`src/rtl/rca_pkg.sv`:
```
// Shared segmentation helpers for the pipelined ripple-carry adder and the multiplier top.
package rca_pkg;

   localparam int unsigned WIDTH_A_DEF     = 10;
   localparam int unsigned WIDTH_B_DEF     = 11;
   localparam int unsigned STAGES_DEF      = 2;
   localparam int unsigned APPROX_BITS_DEF = 4;

   // Segment width: ceil(width_b / stages).
   function automatic int unsigned seg_width(input int unsigned width_b, input int unsigned stages);
      return (width_b + stages - 1) / stages;
   endfunction

   localparam int unsigned SEG = seg_width(WIDTH_B_DEF, STAGES_DEF);

   function automatic int unsigned seg_lo(input int unsigned k, input int unsigned seg = SEG);
      return k * seg;
   endfunction

   // Width of segment k; the last segment takes the remainder and may be empty.
   function automatic int unsigned seg_len(input int unsigned k, input int unsigned seg,
                                           input int unsigned width_b);
      int unsigned lo;
      lo = k * seg;
      if (lo >= width_b) return 0;
      return ((width_b - lo) < seg) ? (width_b - lo) : seg;
   endfunction

endpackage

```
`src/rtl/rca_pipe_adder_seg.sv`:
```
// Combinational W-bit ripple-carry segment built from full-adder equations.
module rca_seg #(
   parameter int unsigned W = 4
) (
   input  logic [W-1:0] i_a,
   input  logic [W-1:0] i_b,
   input  logic         i_ci,
   output logic [W-1:0] o_sum_c,
   output logic         o_co_c
);

   logic [W:0] w_c;

   assign w_c[0] = i_ci;

   for (genvar i = 0; i < W; i++) begin : g_fa
      assign o_sum_c[i] = i_a[i] ^ i_b[i] ^ w_c[i];
      assign w_c[i+1]   = (i_a[i] & i_b[i]) | (w_c[i] & (i_a[i] ^ i_b[i]));
   end

   assign o_co_c = w_c[W];

endmodule

```
`src/rtl/rca_pipe_adder.sv`:
```
// Pipelined ripple-carry adder with valid/ready on both sides, carry chain split into STAGES segments.
// Define RCA_APPROX_LSB_EN for the carry-free approximate low part (APPROX_BITS wide).
module rca_pipe_adder
   import rca_pkg::*;
#(
   parameter int unsigned WIDTH_A     = WIDTH_A_DEF,
   parameter int unsigned WIDTH_B     = WIDTH_B_DEF,
   parameter int unsigned STAGES      = STAGES_DEF,
   parameter int unsigned APPROX_BITS = APPROX_BITS_DEF
) (
   input  logic               clk,
   input  logic               rst,
   input  logic               in_valid,
   output logic               in_ready,
   input  logic [WIDTH_A-1:0] a,
   input  logic [WIDTH_B-1:0] b,
   output logic               out_valid,
   input  logic               out_ready,
   output logic [WIDTH_B-1:0] sum,
   output logic               cout
);

   localparam int unsigned N     = WIDTH_B;
   localparam int unsigned S     = STAGES;
   localparam int unsigned SEG_W = seg_width(WIDTH_B, STAGES);

   if (WIDTH_A > WIDTH_B || STAGES == 0 || STAGES > WIDTH_B || APPROX_BITS >= WIDTH_B) begin : g_bad_cfg
      $error("rca_pipe_adder: unsupported parameter set");
   end

   logic [N-1:0] w_a_ext;
   logic [N-1:0] w_a0;
   logic [N-1:0] w_b0;

   logic [N-1:0] r_a [S];
   logic [N-1:0] r_b [S];
   logic [N-1:0] r_s [S];
   logic         r_c [S];
   logic [S-1:0] r_v;

   logic [N-1:0] w_a_in  [S];
   logic [N-1:0] w_b_in  [S];
   logic [N-1:0] w_s_nxt [S];
   logic         w_c_nxt [S];
   logic [S-1:0] w_v_in;
   logic [S-1:0] w_adv;

   assign w_a_ext = N'(a);

`ifdef RCA_APPROX_LSB_EN
   // Low part moves into b with a zeroed there, so the exact chain adds it carry-free.
   localparam logic [N-1:0] LOW_MASK = (N'(1) << APPROX_BITS) - N'(1);

   logic [N-1:0] w_low;
   logic         w_hit;

   always_comb begin
      w_low = '0;
      w_hit = 1'b0;
      for (int i = int'(APPROX_BITS) - 1; i >= 0; i--) begin
         if (w_hit || (w_a_ext[i] && b[i])) begin
            w_low[i] = 1'b1;
            w_hit    = 1'b1;
         end else begin
            w_low[i] = w_a_ext[i] ^ b[i];
         end
      end
   end

   assign w_a0 = w_a_ext & ~LOW_MASK;
   assign w_b0 = (b & ~LOW_MASK) | w_low;
`else
   assign w_a0 = w_a_ext;
   assign w_b0 = b;
`endif

   // Stage k loads when it is empty or everything downstream of it is moving.
   always_comb begin
      logic w_acc;
      w_adv = '0;
      w_acc = out_ready;
      for (int k = int'(S) - 1; k >= 0; k--) begin
         w_acc    = w_acc | ~r_v[k];
         w_adv[k] = w_acc;
      end
   end

   for (genvar k = 0; k < S; k++) begin : g_stg
      localparam int unsigned LO = seg_lo(k, SEG_W);
      localparam int unsigned W  = seg_len(k, SEG_W, N);

      logic [N-1:0] w_s_i;
      logic         w_c_i;

      if (k == 0) begin : g_first
         assign w_a_in[k] = w_a0;
         assign w_b_in[k] = w_b0;
         assign w_s_i     = '0;
         assign w_c_i     = 1'b0;
         assign w_v_in[k] = in_valid;
      end else begin : g_next
         assign w_a_in[k] = r_a[k-1];
         assign w_b_in[k] = r_b[k-1];
         assign w_s_i     = r_s[k-1];
         assign w_c_i     = r_c[k-1];
         assign w_v_in[k] = r_v[k-1];
      end

      if (W > 0) begin : g_add
         localparam logic [N-1:0] MASK = ((N'(1) << W) - N'(1)) << LO;

         logic [W-1:0] w_seg;
         logic         w_co;

         rca_seg #(.W(W)) u_seg (
            .i_a     (w_a_in[k][LO +: W]),
            .i_b     (w_b_in[k][LO +: W]),
            .i_ci    (w_c_i),
            .o_sum_c (w_seg),
            .o_co_c  (w_co)
         );

         assign w_s_nxt[k] = (w_s_i & ~MASK) | (N'(w_seg) << LO);
         assign w_c_nxt[k] = w_co;
      end else begin : g_pass
         assign w_s_nxt[k] = w_s_i;
         assign w_c_nxt[k] = w_c_i;
      end
   end

   // Data only loads with a valid item so the output holds its last value when idle.
   always_ff @(posedge clk) begin
      if (rst) begin
         r_v <= '0;
         for (int k = 0; k < int'(S); k++) begin
            r_a[k] <= '0;
            r_b[k] <= '0;
            r_s[k] <= '0;
            r_c[k] <= 1'b0;
         end
      end else begin
         for (int k = 0; k < int'(S); k++) begin
            if (w_adv[k]) begin
               r_v[k] <= w_v_in[k];
               if (w_v_in[k]) begin
                  r_a[k] <= w_a_in[k];
                  r_b[k] <= w_b_in[k];
                  r_s[k] <= w_s_nxt[k];
                  r_c[k] <= w_c_nxt[k];
               end
            end
         end
      end
   end

   assign in_ready  = w_adv[0];
   assign out_valid = r_v[S-1];
   assign sum       = r_s[S-1];
   assign cout      = r_c[S-1];

endmodule
```
`config.mk`:
```
export PLATFORM = sky130hd
export DESIGN_NAME = rca_pipe_adder
export DESIGN_NICKNAME = d
export VERILOG_FILES = /design/src/rtl/rca_pkg.sv /design/src/rtl/rca_pipe_adder_seg.sv /design/src/rtl/rca_pipe_adder.sv
export SDC_FILE = /design/constraint.sdc
export NUM_CORES = 1
export LEC_CHECK = 0
export CORE_AREA = 4 4 62 64
export DETAILED_ROUTE_END_ITERATION = 10
export DIE_AREA = 0 0 66 68
export DONT_BUFFER_PORTS = 1
export GPL_TIMING_DRIVEN = 0
export PLACE_DENSITY_LB_ADDON = 0.05
export SLEW_MARGIN = 20
export SYNTH_ARGS = -nofsm -noshare
export SYNTH_HDL_FRONTEND = slang
export SYNTH_SLANG_ARGS = --single-unit
```
`constraint.sdc`:
```
create_clock -name clk -period 3.75 [get_ports clk]
set_input_delay 0.5625 -clock clk [delete_from_list [all_inputs] [get_ports clk]]
set_output_delay 0.5625 -clock clk [all_outputs]
set_load 0.1 [all_outputs]
```
; ---- Word level (Yosys, flattened, before mapping)
; Memories as Yosys holds them, arrays and structs flattened.
; Cells that the tools add are included.
; Widths: inputs -> output; s select.
[totals]
in_bits = 25
regBits = 2
word_cells = 89
ram_bits = 68
memories = 4
[classes]
bitwise_logic = 65
mux = 18
[memory_table]
columns = name, depth, width, read_ports, rd_ports_with_merged_regs, wr, line_no
row1 = r_a, 2, 11, 1, 0, 2, rca_pipe_adder.sv:35  ; logic [N-1:0] r_a [S];
row2 = r_b, 2, 11, 1, 0, 2, rca_pipe_adder.sv:36  ; logic [N-1:0] r_b [S];
row3 = r_s, 2, 11, 2, 0, 2, rca_pipe_adder.sv:37  ; logic [N-1:0] r_s [S];
row4 = r_c, 2, 1, 2, 0, 2, rca_pipe_adder.sv:38  ; logic r_c [S];
[op_table]
columns = cell, n
row1 = $mux 11, 6
row2 = $and 1x1->1, 21
row3 = $xor 1x1->1, 21
row4 = $or 1x1->1, 20
row5 = $mux 1, 12
row6 = $or 6x11->11, 1
row7 = $not 1->1, 2

; ---- Logic depth before layout (Yosys ltp)
; Gate-level depths: netlist of the first run.
; An unclocked memory read counts as a cell.
[logic_depth]
ltp_word = 13
ltp_mapped = 10
ltp_nobuf = 10

; ---- Modules after synthesis
; From an unflattened synthesis of the first run, not the netlist that was laid out.
[unflattened]
cells_unflattened = 105
hier_area_um2 = 1551.5
[modules_own_cells]
columns = module, area_per_inst_um2, cells_per_inst, instances
row1 = rca_pipe_adder, 1256.2, 74, 1
row2 = rca_seg (g_stg[0].g_add.u_seg), 157.7, 16, 1
row3 = rca_seg (g_stg[1].g_add.u_seg), 137.6, 15, 1

; ---- Least setup slack after synthesis of the first run
; No wires, ideal clock.
[synth_timing]
kind = input port to flip-flop
start = in a[0]
end = mem r_s[0][5] in the netlist's numbering, data pin
arrival_ns = 2.704
slack_ns = 0.889
cell_stages = 10
path_cell_list = ha_1 > inv_1 > fa_1 > inv_1 > fa_1 > fa_1 > fa_1 > inv_1 > fa_1 > nor3_1
[synth_lines]
columns = element, line_no
row1 = "start, declared", rca_pipe_adder.sv:15  ; input logic [WIDTH_A-1:0] a,
row2 = "end, declared", rca_pipe_adder.sv:37

==> results of run 1 <==
[logic make-up (layout without fill, tap and decap cells)]
group / Yosys count / in the layout / synth area share
DFF: 30 / 30 / 0.609
AOI/OAI and AO/OA: 5 / 5 / 0.0260
adders and majority gates: 11 / 11 / 0.142
buffers and inverters: 19 / 27 / 0.0744
and+or+nand+nor: 30 / 30 / 0.149
[per-layer routing]
layer / up-vias / track usage / share of wire / wire (um)
li1: 350 / - / - / -
met3: 10 / 0.0640 / 0.067 / 162
met5: - / 0 / 0 / 0
met1: 362 / 0.134 / 0.39 / 941
met4: 0 / 0.0609 / 0.033 / 80
met2: 29 / 0.220 / 0.51 / 1220
[worst min-delay path by stage]
| stage | cells after the start | slack, ns | to |
|---|---|---|---|
| after floorplan | 2 | 0.45 | r_v[1]$_SDFFE_PP0P_ |
| after global placement | 2 | 0.46 | r_v[1]$_SDFFE_PP0P_ |
| after detailed placement | 2 | 0.48 | r_v[1]$_SDFFE_PP0P_ |
| after CTS | 1 | 0.27 | r_v[0]$_SDFFE_PP0N_ |
| after global routing | 1 | 0.27 | r_v[1]$_SDFFE_PP0P_ |
| final | 1 | 0.29 | r_v[0]$_SDFFE_PP0N_ |
[state kept, by name, summed over array words and instances (netlist names)]
name / flops
r_s: 17
r_b: 5
r_c: 2
r_v: 2
r_a: 4
[where the power goes]
| part | switching (uW) | total [uW] | internal, uW |
|---|---|---|---|
| Sequential | 103 | 504 | 401 |
| Combinational | 35.5 | 67.8 | 32.2 |
| Clock | 111 | 178 | 66.7 |
| Total | 249 | 750 | 500 |
[critical path: cells and delay by family, from the launching register on]
| kind | cells | cell delay (ns) |
|---|---|---|
| and+or+nand+nor | 1 | 0.39 |
| AOI/OAI and AO/OA | 1 | 0.65 |
| buffers and inverters | 2 | 0.79 |
| DFF | 1 | 0.66 |
[through the flow]
stage	std cells	hold slack [ns]	util
global route	149	0.266	0.473
global placement	141	0.459	0.458
detailed placement	141	0.482	0.458
finish	149	0.288	0.473
CTS	149	0.275	0.473
floorplan	95	0.453	-
[layout by cell type, fill, tap and decap left out, drive strengths merged]
cell type   n
inv        14
and3b       1
fa          9
nor3b      24
dfxtp       2
nand2b      1
o21bai      1
clkinv      3
ha          2
nor3        4
a21oi       2
clkbuf      7
edfxtp     28
a21o        2
buf         3
[area by class of cell]
cell class / instances / area [um^2]
clock inverters: 3 / 11.3
fillers: 303 / 1730
inverters: 14 / 52.6
plain buffers: 5 / 55.1
flip-flops and latches: 30 / 881
clock buffers: 5 / 37.5
well taps: 46 / 57.6
multi-input cells: 46 / 458
==> impl_results.md, run 1 <==
- Outcome: finished, final reports clean
- Number of flops mapped to enable cells by yosys: 28
- Final setup fails: 0
- Clk Latency, worst-skew pair: 0.33 ns
- Clock transition at path regs: 0.09 ns
- Clock tree sinks: 30
- Final WL: 2410 um
- Port bufs: 0
- P per Cell Area: 483 mW/mm^2
- DRC errors left: 0
- Starting Density: 0.440
- First-pass GRT wire length: 4060 um
- CP cell instances: and3b_1 > buf_6 > inv_1 > a21o_1
- Top_reg_cell synth: edfxtp_1
- Worst slew pin tran: 0.995 ns
- Flops & latches, synth: 30
- Clock buffer depth: 2
- Vias in the first global route: 854
- Syn avg cell area: 15.2 um^2
- Post-CTS setup repair buffer count: 0
- YS warnings: 0
- Global Route Usage Sum: 0.129
- Fin. max-slew vios: 0
- Cell Area, Placed: 0.00150 mm^2
- Die width: 66 um
- CTS Root Cell: clkbuf_4
- Final WS setup: 0.896 ns
- Worst path required time: 3.71 ns
- Critical Path AT: 2.82 ns
- CP Launch Type: flop
- Worst vdd ir: 0.226 mV
- Reg-to-reg endpoint: r_s[0][1]$_SDFFCE_PN0P_
- Synth cell types: 16
- Cell with the most instances after synthesis: edfxtp_1
- Hpwl dp: 1700 um
- Syn Inst Count: 95
- Crit path max-delay cell type: dfxtp_1
- Post-synth top cells: 28 x edfxtp_1, 24 x nor3b_1, 14 x inv_1
- Leak pwr: 0.000592 uW
- Fmax: 0.350 GHz
- H-tree Lvls: 2
- Max-Cap Viols: 0
- Setup CP Type: reg2reg
- Worst Setup SP: r_v[1]$_SDFFE_PP0P_
- Fin nets: 138
- GPL Wtd Cong: 0.684
- Final period util: 0.761
- Cell depth of the worst flop-to-flop path: 4
- Min-delay src: rst
- Worst slew margin: 0.336
- Area contributors post-synth: edfxtp_1 58%, fa_1 12%, nor3b_1 12%
- Fin crit period: 2.85 ns
- CTS tree: done
- FFs w/ async S/R, synth: 0
- Hold WC Path Type: in2reg
- Crit path to: r_s[0][1]$_SDFFCE_PN0P_
- RR Startpoint: r_v[1]$_SDFFE_PP0P_
- Post-CTS sizing: 0
- IO Count: 39
- Post-synth top area share: 0.581
- Remaining antenna violation count: 0
- Final Hold Viols: 0
- Worst Clk Skew: 0.00916 ns
- Layout area overhead: 7.35%
- # diodes: 0
- Cts hold-fix bufs: 0
- Die ar.: 0.00449 mm^2
- DRT iter0 DRCs: 34
- CORE AREA: 0.00328 mm^2
- Syn nets: 131
- Rows: 21
- Via/cell ratio: 5.04
- Tot Pwr: 750 uW
- Largest net degree at the start of global routing: 17
- Setup WS pre-CTS: 0.695 ns
- Synth Cell Area: 0.00145 mm^2
- Chip height: 68 um
- Crit-path max FO: 16
- Setup TNS: 0 ns
- Drt wl/cell: 16.2 um
- Area leader, netlist: edfxtp_1
- Grt total ovfl: 0
- Register area share after synthesis: 0.609
- Critical Path Sink Type: flop
- Total number of vias: 751
- R2R setup slack: 0.90 ns
- Fraction of layout instances using a drive strength above 1: 0.117
- Unrepaired setup endpoints after global routing: no
- Pre-Repair DR Iteration Count: 4
- CTS Buf Count: 5
- CP peak stage delay: 0.66 ns
- Initial antenna violation count: 0
- Finished layout cell area: 0.00155 mm^2
Note: power is estimated with default switching activity, not from simulation.
==> run 2, diff against run 1 <==
--- a/config.mk
+++ b/config.mk
@@ -5,9 +5,10 @@
 export SDC_FILE = /design/constraint.sdc
 export NUM_CORES = 1
 export LEC_CHECK = 0
-export CORE_AREA = 4 4 62 64
+export ABC_AREA = 1
+export CORE_AREA = 4 4 64 66
 export DETAILED_ROUTE_END_ITERATION = 10
-export DIE_AREA = 0 0 66 68
+export DIE_AREA = 0 0 68 70
 export DONT_BUFFER_PORTS = 1
 export GPL_TIMING_DRIVEN = 0
 export PLACE_DENSITY_LB_ADDON = 0.05
==> constraint.sdc (replaced) <==
create_clock -name clk -period 2.5 [get_ports clk]
set_input_delay 0.375 -clock clk [delete_from_list [all_inputs] [get_ports clk]]
set_output_delay 0.375 -clock clk [all_outputs]
set_load 0.1 [all_outputs]
==> run 2 against run 1 <==
  * Sequential power up 51%
  * Fmax rose by 19%
  * Sequential share of layout area is 3.6 points lower
  * Setup slack worse by 0.79 ns
  * Clock power rose by 47%
  * Count of clock-buffer cells in the layout is 1 higher
  * Clock skew increased by 0.0034 ns
  * Power is 54% higher
  * Worst hold slack worse by 0.19 ns
  * Critical path type unchanged
  * Critical endpoint is now r_s[0][21]$_SDFFCE_PN0P_
  * Largest power group unchanged
  * Highest routed layer unchanged
==> impl_results.md, run 2 <==
- Outcome: finished, final reports clean
- CTS Buf Count: 5
- # diodes: 0
- Final WL: 2260 um
- Clk Latency, worst-skew pair: 0.32 ns
- Hpwl dp: 1710 um
- Fin Hold WS: 0.0989 ns
- First-pass GRT wire length: 3910 um
- Area leader, netlist: edfxtp_1
- Drt wl/cell: 12.7 um
- Starting Density: 0.423
- IO Count: 39
- Via/cell ratio: 4.53
- Pre-Repair DR Iteration Count: 4
- Fraction of layout instances using a drive strength above 1: 0.256
- Fmax: 0.418 GHz
- Worst slew margin: 0.401
- Register area share after synthesis: 0.581
- Fin. max-slew vios: 0
- Synth cell types: 13
- Grt total ovfl: 0
- CP cell instances: fa_2 > inv_2 > fa_2 > inv_1 > fa_2 > fa_2 > ha_4 > inv_1 > a21oi_1
- Final setup fails: 0
- Setup CP Type: reg2reg
- Top_reg_cell synth: edfxtp_1
- Setup TNS: 0 ns
- Fin nets: 164
- Tot Pwr: 1150 uW
- Clock tree sinks: 30
- CTS tree: done
- Worst vdd ir: 0.252 mV
- DRC errors left: 0
- Global Route Usage Sum: 0.114
- Post-synth top area share: 0.555
- FFs w/ async S/R, synth: 0
- Port bufs: 0
- Chip height: 70 um
- Worst path required time: 2.58 ns
- CP most frequent cell: fa_2
- GPL Wtd Cong: 0.673
- Worst slew pin tran: 0.900 ns
- Biggest registers after layout: r_s: 17 flops, r_b: 5 flops, r_a: 4 flops
- Largest net degree at the start of global routing: 17
- Leak pwr: 0.000688 uW
- CP Launch Type: flop
- Number of flops mapped to enable cells by yosys: 28
- Max-Cap Viols: 0
- Die ar.: 0.00476 mm^2
- Synth Cell Area: 0.00152 mm^2
- Crit path max-delay cell type: edfxtp_1
- Max FFs per register: 17
- Rows: 22
- Syn Inst Count: 121
- Clock transition at path regs: 0.10 ns
- P per Cell Area: 693 mW/mm^2
- Flops & latches, synth: 30
- Commonest non-fill, non-tap cell in the layout: inv_1
- Remaining antenna violation count: 0
- Critical Path AT: 2.47 ns
- YS warnings: 0
- Worst Clk Skew: 0.0126 ns
- Final WS setup: 0.109 ns
- Crit-path max FO: 1
- Final period util: 0.957
- Setup WS pre-CTS: -0.117 ns
- CTS Root Cell: clkbuf_4
- CORE AREA: 0.00358 mm^2
- Final Hold Viols: 0
- DRT iter0 DRCs: 25
- Layout area overhead: 9.66%
- H-tree Lvls: 2
- Largest register by flop count: r_s
- Clock buffer depth: 2
- CP peak stage delay: 0.41 ns
- Hold WC Path Type: in2reg
- Die width: 68 um
- Most frequent cells in the layout: 36 x inv_1, 28 x edfxtp_1, 21 x a21oi_1
- Total number of vias: 801
- Cell with the most instances after synthesis: inv_1
- Post-synth top cells: 37 x inv_1, 28 x edfxtp_1, 21 x a21oi_1
- Area contributors post-synth: edfxtp_1 55%, fa_1 12%, inv_1 9.2%
- Fin crit period: 2.39 ns
- Unrepaired setup endpoints after global routing: no
- Syn nets: 157
- Initial antenna violation count: 0
- Syn avg cell area: 12.5 um^2
- Vias in the first global route: 816
- Critical Path Sink Type: flop
==> run 2: final cells by class <==
type / instances / area [um^2]
plain buffers: 5 / 50.0
clock inverters: 2 / 8.76
fillers: 340 / 1920
well taps: 48 / 60.1
clock buffers: 6 / 41.3
inverters: 38 / 143
multi-input cells: 48 / 477
flip-flops and latches: 30 / 882
==> run 2: path summary, 6_finish.rpt <==
check / start / to / slack (ns) / cells past startpoint
worst min-delay path: rst / r_v[1]$_SDFFE_PP0P_ / 0.1 / 1
worst min register to register: r_v[0]$_SDFFE_PP0N_ / r_v[1]$_SDFFE_PP0P_ / 0.51 / 2
worst max-delay path: r_c[0][0]$_SDFFCE_PN0P_ / r_s[0][21]$_SDFFCE_PN0P_ / 0.11 / 9
worst max register to register: r_c[0][0]$_SDFFCE_PN0P_ / r_s[0][21]$_SDFFCE_PN0P_ / 0.11 / 9
==> run 2: cell families (layout without fill, tap and decap cells) <==
group	Yosys count	count (layout)	share of synthesized area
buffers and inverters	43	51	0.127
AOI/OAI and AO/OA	30	30	0.121
DFF	30	30	0.581
adders and majority gates	11	11	0.135
and+or+nand+nor	7	7	0.0347
==> run 2: where the power goes <==
group	leakage [uW]	internal (uW)	switching, uW	total, uW
registers	0.000318	605	155	760
logic	0.000341	51.3	79.3	131
clock network	0.0000297	105	156	261
total	0.000688	762	390	1150
==> run 2: metrics by stage <==
step | utilization | cell area, um^2 | instances
after floorplan | - | 1530 | 121
after global placement | 0.444 | 1590 | 169
after detailed placement | 0.444 | 1590 | 169
after CTS | 0.459 | 1640 | 177
after global routing | 0.464 | 1660 | 177
final | 0.464 | 1660 | 177
==> run 2: per-layer routing <==
| metal | GRT usage | wire, um | vias to the layer above |
|---|---|---|---|
| li1 | - | - | 401 |
| met1 | 0.152 | 1040 | 364 |
| met2 | 0.151 | 1000 | 31 |
| met3 | 0.0627 | 166 | 5 |
| met4 | 0.0464 | 45 | 0 |
| met5 | 0 | 0 | - |
==> run 2: worst max-delay path, delay by kind of cell, from the launching register on <==
| kind | cells | cell delay (ns) |
|---|---|---|
| flip-flops | 1 | 0.41 |
| adder cells (fa/ha/maj) | 5 | 1.55 |
| buffers and inverters | 3 | 0.16 |
| AO/OA/AOI/OAI | 1 | 0.03 |
==> run 2: timing repair <==
item / CTS / global route
resized for setup: 3 / 3
hold buffers: 0 / 0
gates cloned: 0 / 0
pin swaps: 0 / 3
setup buffers: 0 / 0
endpoints found under the setup margin: 17 / 1
==> run 3, diff against run 2 <==
--- a/config.mk
+++ b/config.mk
@@ -6,9 +6,9 @@
 export NUM_CORES = 1
 export LEC_CHECK = 0
 export ABC_AREA = 1
-export CORE_AREA = 4 4 64 66
+export CORE_AREA = 2 2 62 64
 export DETAILED_ROUTE_END_ITERATION = 10
-export DIE_AREA = 0 0 68 70
+export DIE_AREA = 0 0 64 66
 export DONT_BUFFER_PORTS = 1
 export GPL_TIMING_DRIVEN = 0
 export PLACE_DENSITY_LB_ADDON = 0.05
==> constraint.sdc (replaced) <==
create_clock -name clk -period 3 [get_ports clk]
set_input_delay 0.45 -clock clk [delete_from_list [all_inputs] [get_ports clk]]
set_output_delay 0.45 -clock clk [all_outputs]
set_load 0.1 [all_outputs]
==> run 3 against run 2 <==
  * Critical path depth unchanged
  * Core utilization decreased by 0.45 points
  * Routed wire length decreased by 0.35%
  * First-iteration DRC count increased by 52%
  * Global-route usage increased by 0.94 points
  * Final area decreased by 1.7%
  * Power decreased by 16%
  * Setup slack improved by 0.22 ns
  * Clock skew about the same
  * Critical path type unchanged
  * Largest power group unchanged
==> impl_results.md, run 3 (same netlist as run 2, synthesis figures left out) <==
- Outcome: finished, final reports clean
- Layout area overhead: 7.76%
- Fillers: 336
- Post-CTS setup repair buffer count: 0
- Total number of vias: 801
- Rows: 22
- Fin crit period: 2.67 ns
- Clock transition at path regs: 0.10 ns
- CTS tree: done
- Hold WC Path Type: in2reg
- Post-route core utilization: 0.460
- Clock buffer depth: 2
- H-tree Lvls: 2
- GPL Wtd Cong: 0.672
- P per Cell Area: 590 mW/mm^2
- Commonest non-fill, non-tap cell in the layout: inv_1
- Worst slew margin: 0.296
- Max FFs per register: 17
- Largest register by flop count: r_s
- Die width: 64 um
- Die ar.: 0.00422 mm^2
- Fmax: 0.374 GHz
- Worst vdd ir: 0.276 mV
- Remaining antenna violation count: 0
- # diodes: 0
- Final period util: 0.891
- Drt wl/cell: 12.7 um
- DRT iter0 DRCs: 38
- CP Launch Type: flop
- Hpwl dp: 1640 um
- Crit-path max FO: 1
- Worst Clk Skew: 0.0129 ns
- Biggest registers after layout: r_s: 17 flops, r_b: 5 flops, r_a: 4 flops
- Unrepaired setup endpoints after global routing: no
- Final Hold Viols: 0
- CORE AREA: 0.00355 mm^2
- Pre-Repair DR Iteration Count: 4
- Chip height: 66 um
- Fin nets: 164
- IO Count: 39
- Vias in the first global route: 808
- DRC errors left: 0
- Worst slew pin tran: 1.05 ns
- Grt total ovfl: 0
- Post-CTS sizing: 0
- Via/cell ratio: 4.53
- Critical Path Sink Type: flop
- Port bufs: 0
- CTS Buf Count: 5
- Setup CP Type: reg2reg
- Fraction of layout instances using a drive strength above 1: 0.186
- Clock tree sinks: 30
- Global Route Usage Sum: 0.123
- CTS Root Cell: clkbuf_4
- Fin. max-slew vios: 0
- Most frequent cells in the layout: 37 x inv_1, 28 x edfxtp_1, 21 x a21oi_1
- Final WL: 2250 um
- Setup WS pre-CTS: 0.0454 ns
- Worst path required time: 3.09 ns
- Final WS setup: 0.326 ns
- Final setup fails: 0
- Cts hold-fix bufs: 0
- First-pass GRT wire length: 3790 um
- Clk Latency, worst-skew pair: 0.33 ns
- Max-Cap Viols: 0
- Starting Density: 0.427
- Initial antenna violation count: 0
- Largest net degree at the start of global routing: 17
- Leak pwr: 0.000696 uW
- Setup TNS: 0 ns
- Critical Path AT: 2.77 ns
## run 3: final timing paths
check	start	to	depth (start not counted)	slack (ns)
setup / recovery	r_c[0][0]$_SDFFCE_PN0P_	r_s[0][21]$_SDFFCE_PN0P_	9	0.33
hold reg to reg	r_v[0]$_SDFFE_PP0N_	r_v[1]$_SDFFE_PP0P_	2	0.51
hold / removal	rst	r_v[1]$_SDFFE_PP0P_	1	0.18
setup reg to reg	r_c[0][0]$_SDFFCE_PN0P_	r_s[0][21]$_SDFFCE_PN0P_	9	0.33
## run 3: through the flow
step	hold slack (ns)	cells	power [uW]	area [um^2]
2_1_floorplan	0.461	121	724	1520
3_3_place_gp	0.468	169	746	1580
3_5_place_dp	0.479	169	748	1580
4_1_cts	0.176	177	969	1630
5_1_grt	0.159	177	1010	1630
6_report	0.183	177	963	1630
## run 3: worst max-delay path, cell delays in order (launching register included)
cell and delay (ns):
edfxtp_1 0.40, fa_1 0.44, inv_1 0.09, fa_1 0.17
inv_1 0.06, fa_1 0.46, fa_1 0.44, ha_1 0.30
inv_1 0.05, a21oi_1 0.03
## run 3: routing by layer
| metal | global-route usage | part of all wire | up-vias |
|---|---|---|---|
| li1 | - | - | 402 |
| met1 | 0.151 | 0.45 | 362 |
| met2 | 0.188 | 0.46 | 31 |
| met3 | 0.0596 | 0.064 | 6 |
| met4 | 0.0489 | 0.020 | 0 |
| met5 | 0 | 0 | - |
## run 3: power breakdown
group | switching [uW] | internal (uW)
Combinational | 64.9 | 39.9
Clock | 138 | 87.9
Sequential | 128 | 504
Total | 331 | 632
## run 3: cell type report
type                       count  area, um^2  share of cell area
sequential                    30         881               0.539
multi-input combinational     48         449               0.275
inverter                      38         143              0.0874
tap                           48        60.1              0.0368
buffer                         5        50.0              0.0307
clock buffer                   6        41.3              0.0253
clock inverter                 2        8.76             0.00536
